<file path="src/rtl/fp_pkg.sv">
// fp_pkg: shared IEEE-754 field defaults, operand classes and flag layout for the FP datapath
package fp_pkg;
  localparam int EXP_W_DEF = 8;
  localparam int MAN_W_DEF = 23;
  localparam logic [31:0] CANON_NAN_SP = 32'h7FC0_0000;
  localparam int FLAG_INV = 3;
  localparam int FLAG_OVF = 2;
  localparam int FLAG_UNF = 1;
  localparam int FLAG_INX = 0;
  typedef enum logic [2:0] {CLS_ZERO, CLS_NORM, CLS_INF, CLS_QNAN, CLS_SNAN} fpClass_e;
  function automatic int bias(input int expW);
    return (1 << (expW - 1)) - 1;
  endfunction
  // exp=0 classifies as zero: denormals are flushed
  function automatic fpClass_e classify(input logic expZero, input logic expOnes, input logic manZero,
                                        input logic manMsb);
    return expZero ? CLS_ZERO : !expOnes ? CLS_NORM : manZero ? CLS_INF : manMsb ? CLS_QNAN : CLS_SNAN;
  endfunction
endpackage

</file>
<file path="src/rtl/fp_add_pipe_if.sv">
// fp_add_pipe_if: operand/result valid-ready bus of the pipelined FP adder
interface fp_add_pipe_if
  import fp_pkg::*;
#(
  parameter int EXP_W = EXP_W_DEF,
  parameter int MAN_W = MAN_W_DEF
);
  localparam int W = 1 + EXP_W + MAN_W;
  logic in_valid, in_ready, op_sub, out_valid, out_ready;
  logic [W-1:0] a, b, sum;
  logic [3:0] flags;
  modport master(output in_valid, op_sub, a, b, out_ready, input in_ready, out_valid, sum, flags);
  modport slave(input in_valid, op_sub, a, b, out_ready, output in_ready, out_valid, sum, flags);
endinterface

</file>
<file path="src/rtl/fp_lzc.sv">
// fp_lzc: leading-zero count of a WIDTH-bit vector, WIDTH when the vector is all zero
module fp_lzc #(
  parameter int WIDTH = 27,
  localparam int CW = $clog2(WIDTH + 1)
) (
  input  logic [WIDTH-1:0] vec,
  output logic [CW-1:0]    cnt
);
  always_comb begin
    cnt = CW'(WIDTH);
    for (int i = 0; i < WIDTH; i++) if (vec[i]) cnt = CW'(WIDTH - 1 - i);
  end
endmodule

</file>
<file path="src/rtl/fp_add_pipe.sv">
// fp_add_pipe: 3-stage IEEE-754 adder/subtractor, RNE rounding, flush-to-zero, valid/ready flow control
module fp_add_pipe
  import fp_pkg::*;
#(
  parameter int EXP_W = EXP_W_DEF,
  parameter int MAN_W = MAN_W_DEF
) (
  input logic clk,
  input logic rst_n,
  fp_add_pipe_if.slave bus
);
  localparam int W = 1 + EXP_W + MAN_W;
  localparam int MW = MAN_W + 4;
  localparam int CW = $clog2(MW + 1);
  localparam logic [EXP_W-1:0] EXP_ONES = '1;
  localparam logic [W-1:0] QNAN = {1'b0, EXP_ONES, 1'b1, {(MAN_W - 1){1'b0}}};
  localparam logic [3:0] INV = 4'b1 << FLAG_INV;
  localparam logic [3:0] OVF = 4'b1 << FLAG_OVF;
  localparam logic [3:0] UNF = 4'b1 << FLAG_UNF;
  localparam logic [3:0] INX = 4'b1 << FLAG_INX;
  logic s1Valid, s2Valid, s3Valid, s1Adv, s2Adv, s3Adv;
  assign s3Adv = s3Valid & bus.out_ready;
  assign s2Adv = s2Valid & (!s3Valid | s3Adv);
  assign s1Adv = s1Valid & (!s2Valid | s2Adv);
  assign bus.in_ready = !s1Valid | s1Adv;
  logic signA, signB, swap, signL, effSub, nanIn, snanIn, infClash, special;
  logic [EXP_W-1:0] expA, expB, expL, expS, diff;
  logic [MAN_W-1:0] manA, manB;
  logic [MW-1:0] mL, mS, alignS;
  logic [W-1:0] specVal;
  logic [3:0] specFlags;
  fpClass_e clsA, clsB;
  assign signA = bus.a[W-1];
  assign signB = bus.b[W-1] ^ bus.op_sub;
  assign expA = bus.a[W-2:MAN_W];
  assign expB = bus.b[W-2:MAN_W];
  assign manA = expA == '0 ? '0 : bus.a[MAN_W-1:0];
  assign manB = expB == '0 ? '0 : bus.b[MAN_W-1:0];
  assign clsA = classify(expA == '0, expA == EXP_ONES, bus.a[MAN_W-1:0] == '0, bus.a[MAN_W-1]);
  assign clsB = classify(expB == '0, expB == EXP_ONES, bus.b[MAN_W-1:0] == '0, bus.b[MAN_W-1]);
  assign swap = {expB, manB} > {expA, manA};
  assign signL = swap ? signB : signA;
  assign expL = swap ? expB : expA;
  assign expS = swap ? expA : expB;
  assign diff = expL - expS;
  assign mL = {expL != '0, swap ? manB : manA, 3'b000};
  assign mS = {expS != '0, swap ? manA : manB, 3'b000};
  // far-away operands only ever contribute a sticky bit
  assign alignS = 32'(diff) >= MAN_W + 3 ? MW'(|mS) : (mS >> diff) | MW'(|(mS & ~({MW{1'b1}} << diff)));
  assign effSub = signA ^ signB;
  assign nanIn = clsA inside {CLS_QNAN, CLS_SNAN} || clsB inside {CLS_QNAN, CLS_SNAN};
  assign snanIn = clsA == CLS_SNAN || clsB == CLS_SNAN;
  assign infClash = clsA == CLS_INF && clsB == CLS_INF && effSub;
  assign special = nanIn || clsA == CLS_INF || clsB == CLS_INF;
  assign specVal = nanIn || infClash ? QNAN : {signL, EXP_ONES, {MAN_W{1'b0}}};
  assign specFlags = snanIn || infClash ? INV : 4'b0;
  logic r1Sign, r1Sub, r1Spec;
  logic [EXP_W-1:0] r1Exp;
  logic [MW-1:0] r1ML, r1MS;
  logic [W-1:0] r1SpecVal;
  logic [3:0] r1SpecFlags;
  always_ff @(posedge clk or negedge rst_n)
    if (!rst_n) begin
      s1Valid <= 1'b0;
      {r1Sign, r1Sub, r1Spec, r1Exp, r1ML, r1MS, r1SpecVal, r1SpecFlags} <= '0;
    end else if (bus.in_ready) begin
      s1Valid <= bus.in_valid;
      {r1Sign, r1Sub, r1Spec, r1Exp} <= {signL, effSub, special, expL};
      {r1ML, r1MS, r1SpecVal, r1SpecFlags} <= {mL, alignS, specVal, specFlags};
    end
  // larger magnitude always sits in r1ML, so the subtraction never goes negative
  logic [MW:0] mag2;
  logic [CW-1:0] lzc2;
  assign mag2 = r1Sub ? {1'b0, r1ML} - {1'b0, r1MS} : {1'b0, r1ML} + {1'b0, r1MS};
  fp_lzc #(.WIDTH(MW)) lzc (.vec(mag2[MW-1:0]), .cnt(lzc2));
  logic r2Sign, r2Sub, r2Spec;
  logic [EXP_W-1:0] r2Exp;
  logic [MW:0] r2Mag;
  logic [CW-1:0] r2Lzc;
  logic [W-1:0] r2SpecVal;
  logic [3:0] r2SpecFlags;
  always_ff @(posedge clk or negedge rst_n)
    if (!rst_n) begin
      s2Valid <= 1'b0;
      {r2Sign, r2Sub, r2Spec, r2Exp, r2Mag, r2Lzc, r2SpecVal, r2SpecFlags} <= '0;
    end else if (!s2Valid || s2Adv) begin
      s2Valid <= s1Valid;
      {r2Sign, r2Sub, r2Spec, r2Exp} <= {r1Sign, r1Sub, r1Spec, r1Exp};
      {r2Mag, r2Lzc, r2SpecVal, r2SpecFlags} <= {mag2, lzc2, r1SpecVal, r1SpecFlags};
    end
  logic carry, magZero, unf, ovf, rUp;
  logic [MW-1:0] norm;
  logic [EXP_W+1:0] expN, expR;
  logic [MAN_W+1:0] manR;
  logic [W-1:0] res;
  logic [3:0] flg;
  assign carry = r2Mag[MW];
  assign magZero = r2Mag == '0;
  assign unf = !carry && {2'b0, r2Exp} <= (EXP_W + 2)'(r2Lzc);
  assign norm = carry ? {r2Mag[MW:2], r2Mag[1] | r2Mag[0]} : r2Mag[MW-1:0] << r2Lzc;
  assign expN = carry ? {2'b0, r2Exp} + (EXP_W + 2)'(1) : {2'b0, r2Exp} - (EXP_W + 2)'(r2Lzc);
  assign rUp = norm[2] & (norm[1] | norm[0] | norm[3]);
  assign manR = {1'b0, norm[MW-1:3]} + (MAN_W + 2)'(rUp);
  assign expR = expN + (EXP_W + 2)'(manR[MAN_W+1]);
  assign ovf = expR >= {2'b0, EXP_ONES};
  assign res = r2Spec ? r2SpecVal : magZero ? {!r2Sub & r2Sign, {(W - 1){1'b0}}} :
               unf ? {r2Sign, {(W - 1){1'b0}}} : ovf ? {r2Sign, EXP_ONES, {MAN_W{1'b0}}} :
               {r2Sign, expR[EXP_W-1:0], manR[MAN_W-1:0]};
  assign flg = r2Spec ? r2SpecFlags : magZero ? 4'b0 : unf ? UNF | INX : ovf ? OVF | INX :
               (|norm[2:0] ? INX : 4'b0);
  logic [W-1:0] sumR;
  logic [3:0] flagsR;
  always_ff @(posedge clk or negedge rst_n)
    if (!rst_n) begin
      s3Valid <= 1'b0;
      sumR <= '0;
      flagsR <= '0;
    end else if (!s3Valid || s3Adv) begin
      s3Valid <= s2Valid;
      sumR <= res;
      flagsR <= flg;
    end
  assign bus.out_valid = s3Valid;
  assign bus.sum = sumR;
  assign bus.flags = flagsR;
endmodule

</file>
<file path="src/flat_wrapper.sv">
// flat-port wrapper written by rule: the top's interface ports become plain ports
module fp_add_pipe_flat import fp_pkg::*;
#(
  parameter int EXP_W = EXP_W_DEF,
  parameter int MAN_W = MAN_W_DEF
)
  (clk, rst_n, bus_in_valid, bus_op_sub, bus_a, bus_b, bus_out_ready, bus_in_ready, bus_out_valid, bus_sum, bus_flags);
  fp_add_pipe_if #(.EXP_W(EXP_W), .MAN_W(MAN_W)) bus_i ();
  input logic clk;
  input logic rst_n;
  input wire logic [$bits(bus_i.in_valid)-1:0] bus_in_valid;
  input wire logic [$bits(bus_i.op_sub)-1:0] bus_op_sub;
  input wire logic [$bits(bus_i.a)-1:0] bus_a;
  input wire logic [$bits(bus_i.b)-1:0] bus_b;
  input wire logic [$bits(bus_i.out_ready)-1:0] bus_out_ready;
  output wire logic [$bits(bus_i.in_ready)-1:0] bus_in_ready;
  output wire logic [$bits(bus_i.out_valid)-1:0] bus_out_valid;
  output wire logic [$bits(bus_i.sum)-1:0] bus_sum;
  output wire logic [$bits(bus_i.flags)-1:0] bus_flags;
  assign bus_i.in_valid = bus_in_valid;
  assign bus_i.op_sub = bus_op_sub;
  assign bus_i.a = bus_a;
  assign bus_i.b = bus_b;
  assign bus_i.out_ready = bus_out_ready;
  assign bus_in_ready = bus_i.in_ready;
  assign bus_out_valid = bus_i.out_valid;
  assign bus_sum = bus_i.sum;
  assign bus_flags = bus_i.flags;
  fp_add_pipe #(.EXP_W(EXP_W), .MAN_W(MAN_W)) u_core (.clk(clk), .rst_n(rst_n), .bus(bus_i));
endmodule
</file>
<file path="config.mk">
export PLATFORM = sky130hd
export DESIGN_NAME = fp_add_pipe_flat
export DESIGN_NICKNAME = d
export VERILOG_FILES = /design/src/rtl/fp_pkg.sv /design/src/rtl/fp_add_pipe_if.sv /design/src/rtl/fp_lzc.sv /design/src/rtl/fp_add_pipe.sv /design/src/flat_wrapper.sv
export SDC_FILE = /design/constraint.sdc
export NUM_CORES = 1
export LEC_CHECK = 0
export ABC_AREA = 1
export BUFFER_PORTS_ARGS = -buffer_cell sky130_fd_sc_hd__buf_2
export CAP_MARGIN = 20
export CORE_AREA = 8 8 158 160
export CTS_CLUSTER_SIZE = 30
export DETAILED_ROUTE_END_ITERATION = 16
export DIE_AREA = 0 0 166 168
export PLACE_DENSITY_LB_ADDON = 0.2
export SLEW_MARGIN = 5
export SYNTH_ARGS = -nofsm -noshare
export SYNTH_HDL_FRONTEND = slang
export SYNTH_SLANG_ARGS = --single-unit
</file>
<file path="constraint.sdc">
create_clock -name clk -period 17.1 [get_ports clk]
set_clock_uncertainty 0.15 [all_clocks]
set_input_delay 0 -clock clk [delete_from_list [all_inputs] [get_ports clk]]
set_output_delay 0 -clock clk [all_outputs]
set_load 0.05 [all_outputs]
</file>
# --- After elaboration in Yosys (flattened, before gate mapping) ---
# Index checks and enable logic that the tools add are counted.
word_totals:
  reg_bits: 217
  latch_bits: 0
  ram_bits: 0
  romBits: 0
  in_bits: 69
  out_inout_bits: 38
  memories: 0
op_classes:
  n_addsub: 7
  mul: 0
  n_div: 0
  n_lt_le_gt_ge: 4
  n_eq_ne: 8
  shift: 3
  n_mux: 57
  n_bitwise: 16
  reduce_logical: 28
ops:
  columns: ["cell", "count"]
  rows:
  - ["$mux 5", 26]
  - ["$mux 32", 3]
  - ["$mux 23", 4]
  - ["$mux 31", 2]
  - ["$mux 27", 2]
  - ["$logic_not 23->1", 2]
  - ["$gt 31x31->1", 1]
  - ["$add 27x27->28", 1]
  - ["$logic_not 28->1", 1]
  - ["$mux 28", 1]
  - ["$sub 27x27->28", 1]
  - ["$and 27x27->27", 1]
  - ["$not 27->27", 1]
  - ["$or 27x1->27", 1]
  - ["$reduce_or 27->1", 1]
  - ["$shl 27x5->27", 1]
  - ["$shl 27x8->27 const A", 1]
  - ["$shr 27x8->27", 1]
  - ["$add 24x1->25", 1]
  - ["$mux 3", 8]
  - ["$reduce_or 24->1", 1]
  - ["$mux 4", 5]
  - ["$eq 8x8->1 const B", 2]
  - ["$logic_not 8->1", 2]
  - ["other kinds (21)", 53]

# --- Depth between registers and ports, before layout ---
depth:
  word_depth: 29
  ltp_mapped: 43
  mapped_depth_nobuf: 40

# --- By module ---
# A second synthesis with hierarchy kept.
hier_totals:
  hier_cells: 2355
  hier_area_um2: 15089.5
modules_own_cells:
  columns: ["mod", "instances", "cells_each", "area_per_inst_um2", "seq_area_each_um2"]
  rows:
  - ["fp_add_pipe", 1, 2275, 14736.6, 3828.7]
  - ["fp_lzc", 1, 80, 352.8, 0.0]

# --- Worst setup path before layout ---
# No wires, ideal clock.
synth_path:
  path_kind: "reg-to-reg"
  from: "reg u_core.r2Lzc[2]"
  to: "reg u_core.sumR[14] (netlist: u_core.bus.sum[14])"
  setup_time_ns: 0.083
  arrival_time_ns: 5.309
  required_time_ns: 16.867
  setup_slack_ns: 11.558
  stages_incl_launch_ff: 40
  path_buffers: 4
  period_less_slack_ns: 5.542
  cell_sequence: "dfrtp_1 > inv_1 > clkbuf_1 > clkbuf_1 > clkbuf_1 > nand3_1 > nand2_1 > a21oi_1 > a21oi_1 > ha_1 > ha_1 > inv_1 > nor2_1 > nand2_1 > inv_1 > nand4_1 > nor3_1 > nand3_1 > [4 not listed] > nor2_1 > ha_1 > ha_1 > inv_1 > nor2_1 > nand2_1 > nor2_1 > inv_1 > nor2_1 > nand3_1 > o21ai_0 > o21ai_0 > a21oi_1 > nand2_1 > nor2_1 > clkbuf_1 > nand2_1 > o21ai_0"
synth_between:
  elab_chain_cells: 12
  word_cells_on_any_way: 16
synth_lines:
  columns: ["element", "line_no", "source"]
  rows:
  - ["start: declaration", "fp_add_pipe.sv:79", "logic [CW-1:0] r2Lzc;"]
  - ["start signal: assignment", "fp_add_pipe.sv:89", "{r2Mag, r2Lzc, r2SpecVal, r2SpecFlags} <= {mag2, lzc2, r1SpecVal, r1SpecFlags};"]
  - ["$shl 27x5->27", "fp_add_pipe.sv:100", "assign norm = carry ? {r2Mag[MW:2], r2Mag[1] | r2Mag[0]} : r2Mag[MW-1:0] << r2Lzc;"]
  - ["$mux 27", "fp_add_pipe.sv:100", null]
  - ["$or 1x1->1 (2 in series)", "fp_add_pipe.sv:102", "assign rUp = norm[2] & (norm[1] | norm[0] | norm[3]);"]
  - ["$and 1x1->1", "fp_add_pipe.sv:102", null]
  - ["$add 24x1->25", "fp_add_pipe.sv:103", "assign manR = {1'b0, norm[MW-1:3]} + (MAN_W + 2)'(rUp);"]
  - ["$add 10x1->10", "fp_add_pipe.sv:104", "assign expR = expN + (EXP_W + 2)'(manR[MAN_W+1]);"]
  - ["$ge 10x8->1", "fp_add_pipe.sv:105", "assign ovf = expR >= {2'b0, EXP_ONES};"]
  - ["$mux 31", "fp_add_pipe.sv:107", "unf ? {r2Sign, {(W - 1){1'b0}}} : ovf ? {r2Sign, EXP_ONES, {MAN_W{1'b0}}} :"]
  - ["$mux 31 *", "fp_add_pipe.sv:107", null]
  - ["$mux 32 * (2 in series)", "fp_add_pipe.sv:106", "assign res = r2Spec ? r2SpecVal : magZero ? {!r2Sub & r2Sign, {(W - 1){1'b0}}} :"]
  - ["end signal: assignment", "fp_add_pipe.sv:120", "sumR <= res;"]
  - ["end: declaration", "fp_add_pipe.sv:111", "logic [W-1:0] sumR;"]
# Every way passes the cells marked *; elsewhere a longest branch is shown, timed or not.
# A chain may end at the register's enable or synchronous reset.

# --- Final worst setup path ---
layout_path:
  from: "reg u_core.r2Lzc[1]"
  to: "reg u_core.sumR[15] (netlist: u_core.bus.sum[15])"
# The elaborated chain is that of the path after synthesis.

==> results.py <==
metrics = {
    "clock_tree": {
        "cts_max_level": 4,
        "clk_pin_slew_worst_paths_ps": 70,
        "postCtsSetupBuffers": 0,
        "clock_path_buffers": 2,
        "cts_resized": 0,
        "insertion_delay_ps": 430,
        "cts_sinks": 153,
        "cts_root_buf": "clkbuf_16",
        "cts_tree": "done",
        "cts_inserted_buffers": 17,
        "cts_hold_buf": 60,
    },
    "die": {
        "die_h_um": 168,
        "io_pins": 107,
        "core_area_mm2": 0.0224,
        "die_w_um": 166,
        "start_util": 0.667,
        "dieArea_mm2": 0.0279,
        "num_rows": 55,
    },
    "placed_design": {
        "port_buffers": 106,
        "post_dp_cell_area_mm2": 0.0154,
        "gp_congestion": 1.05,
        "dpl.hpwl_mm": 37.5,
        "placedCellCount": 2699,
    },
    "synthesis": {
        "synthArstFlopShare": 1.00,
        "syn_area_per_cell_um2": 6.19,
        "synth_edf_count": 0,
        "synthTopCellsByArea": "dfrtp_1, nand2_1, o21ai_0, ha_1, inv_1",
        "ys_types": 57,
        "synth-seq-cells": 153,
        "synth_top_cell_by_area": "dfrtp_1",
        "ys.flop_type": "dfrtp_1",
        "synth_warnings": 0,
        "synthCells": 2409,
        "synth_fp_nets": 2571,
        "synth_top_area_frac": 0.257,
        "netlist_area_mm2": 0.0149,
        "ys_seq_area_frac": 0.257,
    },
    "layout": {
        "multi_input_area_mm2": 0.00956,
        "fin_cells": 2791,
        "layout_commonest_cell": "nand2_1",
        "drive_above_1_share": 0.0770,
        "fill_cells": 1825,
        "fin_nets": 2655,
        "antenna_cells": 0,
        "synthToLayoutAreaGrowth_pct": 11.2,
        "fin_area_mm2": 0.0166,
        "register_area_mm2": 0.00383,
        "mostFrequentLayoutCells": "nand2_1, o21ai_0, inv_1, nor2_1, dfrtp_1",
        "final_util": 0.741,
    },
    "run_status": {
        "status": "finished with violations",
        "violations": "hold timing",
    },
    "critical_path": {
        "r2r-end": "u_core.bus.sum[15]",
        "critPathRequiredTime_ps": 17300,
        "cp_max_fo": 33,
        "crit_path_end_kind": "flip-flop",
        "arrival_ps": 7900,
        "crit_slowest_cell": "dfrtp_1",
        "crit_top_cell": "nor2_1",
        "crit_path_start_kind": "flip-flop",
        "max_stage_delay_ps": 790,
        "reg2reg_depth": 38,
        "worstSetupEndpoint": "u_core.bus.sum[15]",
        "regToRegStartpoint": "u_core.r2Lzc[1]",
        "r2r_setup_slack_ps": 9400,
        "critPathLaunch": "u_core.r2Lzc[1]",
        "crit_type": "flip-flop to flip-flop",
    },
    "routing": {
        "viasPerCell": 6.26,
        "routed_wl_mm": 51.3,
        "wl_per_cell_um": 18.4,
        "vias": 17485,
        "drt_iter0_markers": 2381,
        "drc": 0,
        "postRouteAntennaNets": 0,
        "dr.pass1.iters": 9,
    },
    "timing": {
        "period_needed_ps": 7700,
        "fmax_ghz": 0.130,
        "timing.hold.ws_ps": -10.8,
        "finalSetupTns_ps": 0,
        "finalHoldViolations": 8,
        "relSlewSlack": 0.294,
        "rsz0062_at_grt": "false",
        "finalSetupViolCount": 0,
        "tightest_slew_ps": 1060,
        "drv_slew": 0,
        "period_share": 0.451,
    },
    "global_routing": {
        "grt_pass1_wl_mm": 83.8,
        "grtUsageTotal": 0.363,
        "grt_antenna_before_repair": 0,
        "grt_pass1_vias": 16562,
        "grt_max_degree": 81,
        "grt-ovfl-total": 0,
    },
    "power_and_ir_drop": {
        "power.density_mw_per_mm2": 128,
        "ir_worst_vdd_v": 0.0000895,
        "leakage_nw": 8.34,
        "switching_share": 0.534,
        "power_frac_clock": 0.168,
        "p_int_mw": 0.991,
        "power_frac_comb": 0.580,
        "power_frac_seq": 0.253,
        "p_sw_mw": 1.13,
    },
    "run": {
        "max_cap_violations": 0,
    },
    "worst_hold_path": {
        "holdCritPathClass": "input pin to async pin",
    },
}
routing by layer:
layer	vias up	GRT usage	wire length, um
met5	-	0	0
met4	0	0.222	3440
met3	271	0.0610	4450
met2	1105	0.616	24100
met1	8001	0.426	19300
li1	8108	-	-
power by group through the flow:
| stage | registers (mW) | logic, mW | clock network (mW) |
|---|---|---|---|
| 2_1_floorplan | 0.635 | 0.742 | 0 |
| 3_3_place_gp | 0.534 | 1.14 | 0 |
| 3_5_place_dp | 0.538 | 1.16 | 0 |
| 4_1_cts | 0.533 | 1.19 | 0.356 |
| 5_1_grt | 0.547 | 1.34 | 0.372 |
| 6_report | 0.537 | 1.23 | 0.356 |
critical path: cells and delay by family (launching register included):
kind,cells,cell delay [ps]
adders and majority gates,4,670
AOI/OAI and AO/OA,7,1400
DFF,1,790
and+or+nand+nor,19,3180
buffers and inverters,8,1370
state kept, by name (all words and copies together), names as in the netlist, 3 cells and up:
name              flops
u_core.r2Mag         28
u_core.bus.flags      4
u_core.bus.sum       32
u_core.r1SpecVal      3
u_core.r2Lzc          5
u_core.r2Exp          8
u_core.r2SpecVal      3
u_core.r1Exp          8
u_core.r1ML          24
u_core.r1MS          27
area by class of cell:
cell class / instances / area share
multi-input cells: 1861 / 0.577
flip-flops and latches: 153 / 0.231
repair buffers: 178 / 0.0740
inverters: 282 / 0.0639
clock buffers: 18 / 0.0259
well taps: 285 / 0.0215
clock inverters: 14 / 0.00679
Yosys cell counts, drive strengths merged, types with 12 or more instances:
library cell / n
clkbuf: 91
ha: 91
a31oi: 12
o211ai: 32
o22ai: 18
nor3: 24
a21oi: 132
nand2: 762
nor4: 19
buf: 22
dfrtp: 153
nand3: 141
xor2: 37
nand4: 40
inv: 279
nor2: 177
o21ai: 291
kinds of logic after synthesis:
group / synth area share
buf+inv: 0.103
simple gates: 0.330
flops: 0.257
fa+ha+maj: 0.0791
compound gates: 0.200
xor+xnor: 0.0277
mux: 0.00336
metrics by stage:
step	hold WS [ps]	setup slack, ps	power, mW
after global placement	-118	10130	1.68
after floorplan	-446	11560	1.38
after CTS	6.64	9620	2.08
after detailed placement	-108	9820	1.70
after global routing	42.9	8470	2.26
final	-10.8	9400	2.12
worst min path at each step:
stage	from	endpoint	slack, ps
after floorplan	rst_n	u_core.bus.flags[0]	-450
after global placement	rst_n	u_core.r2Mag[12]	-120
after detailed placement	rst_n	u_core.r2Mag[12]	-110
after CTS	rst_n	u_core.r2Mag[12]	7
after global routing	bus_op_sub	u_core.r1SpecFlags[3]	40
final	rst_n	u_core.r2Lzc[0]	-10
(Power assumes the default switching activity.)
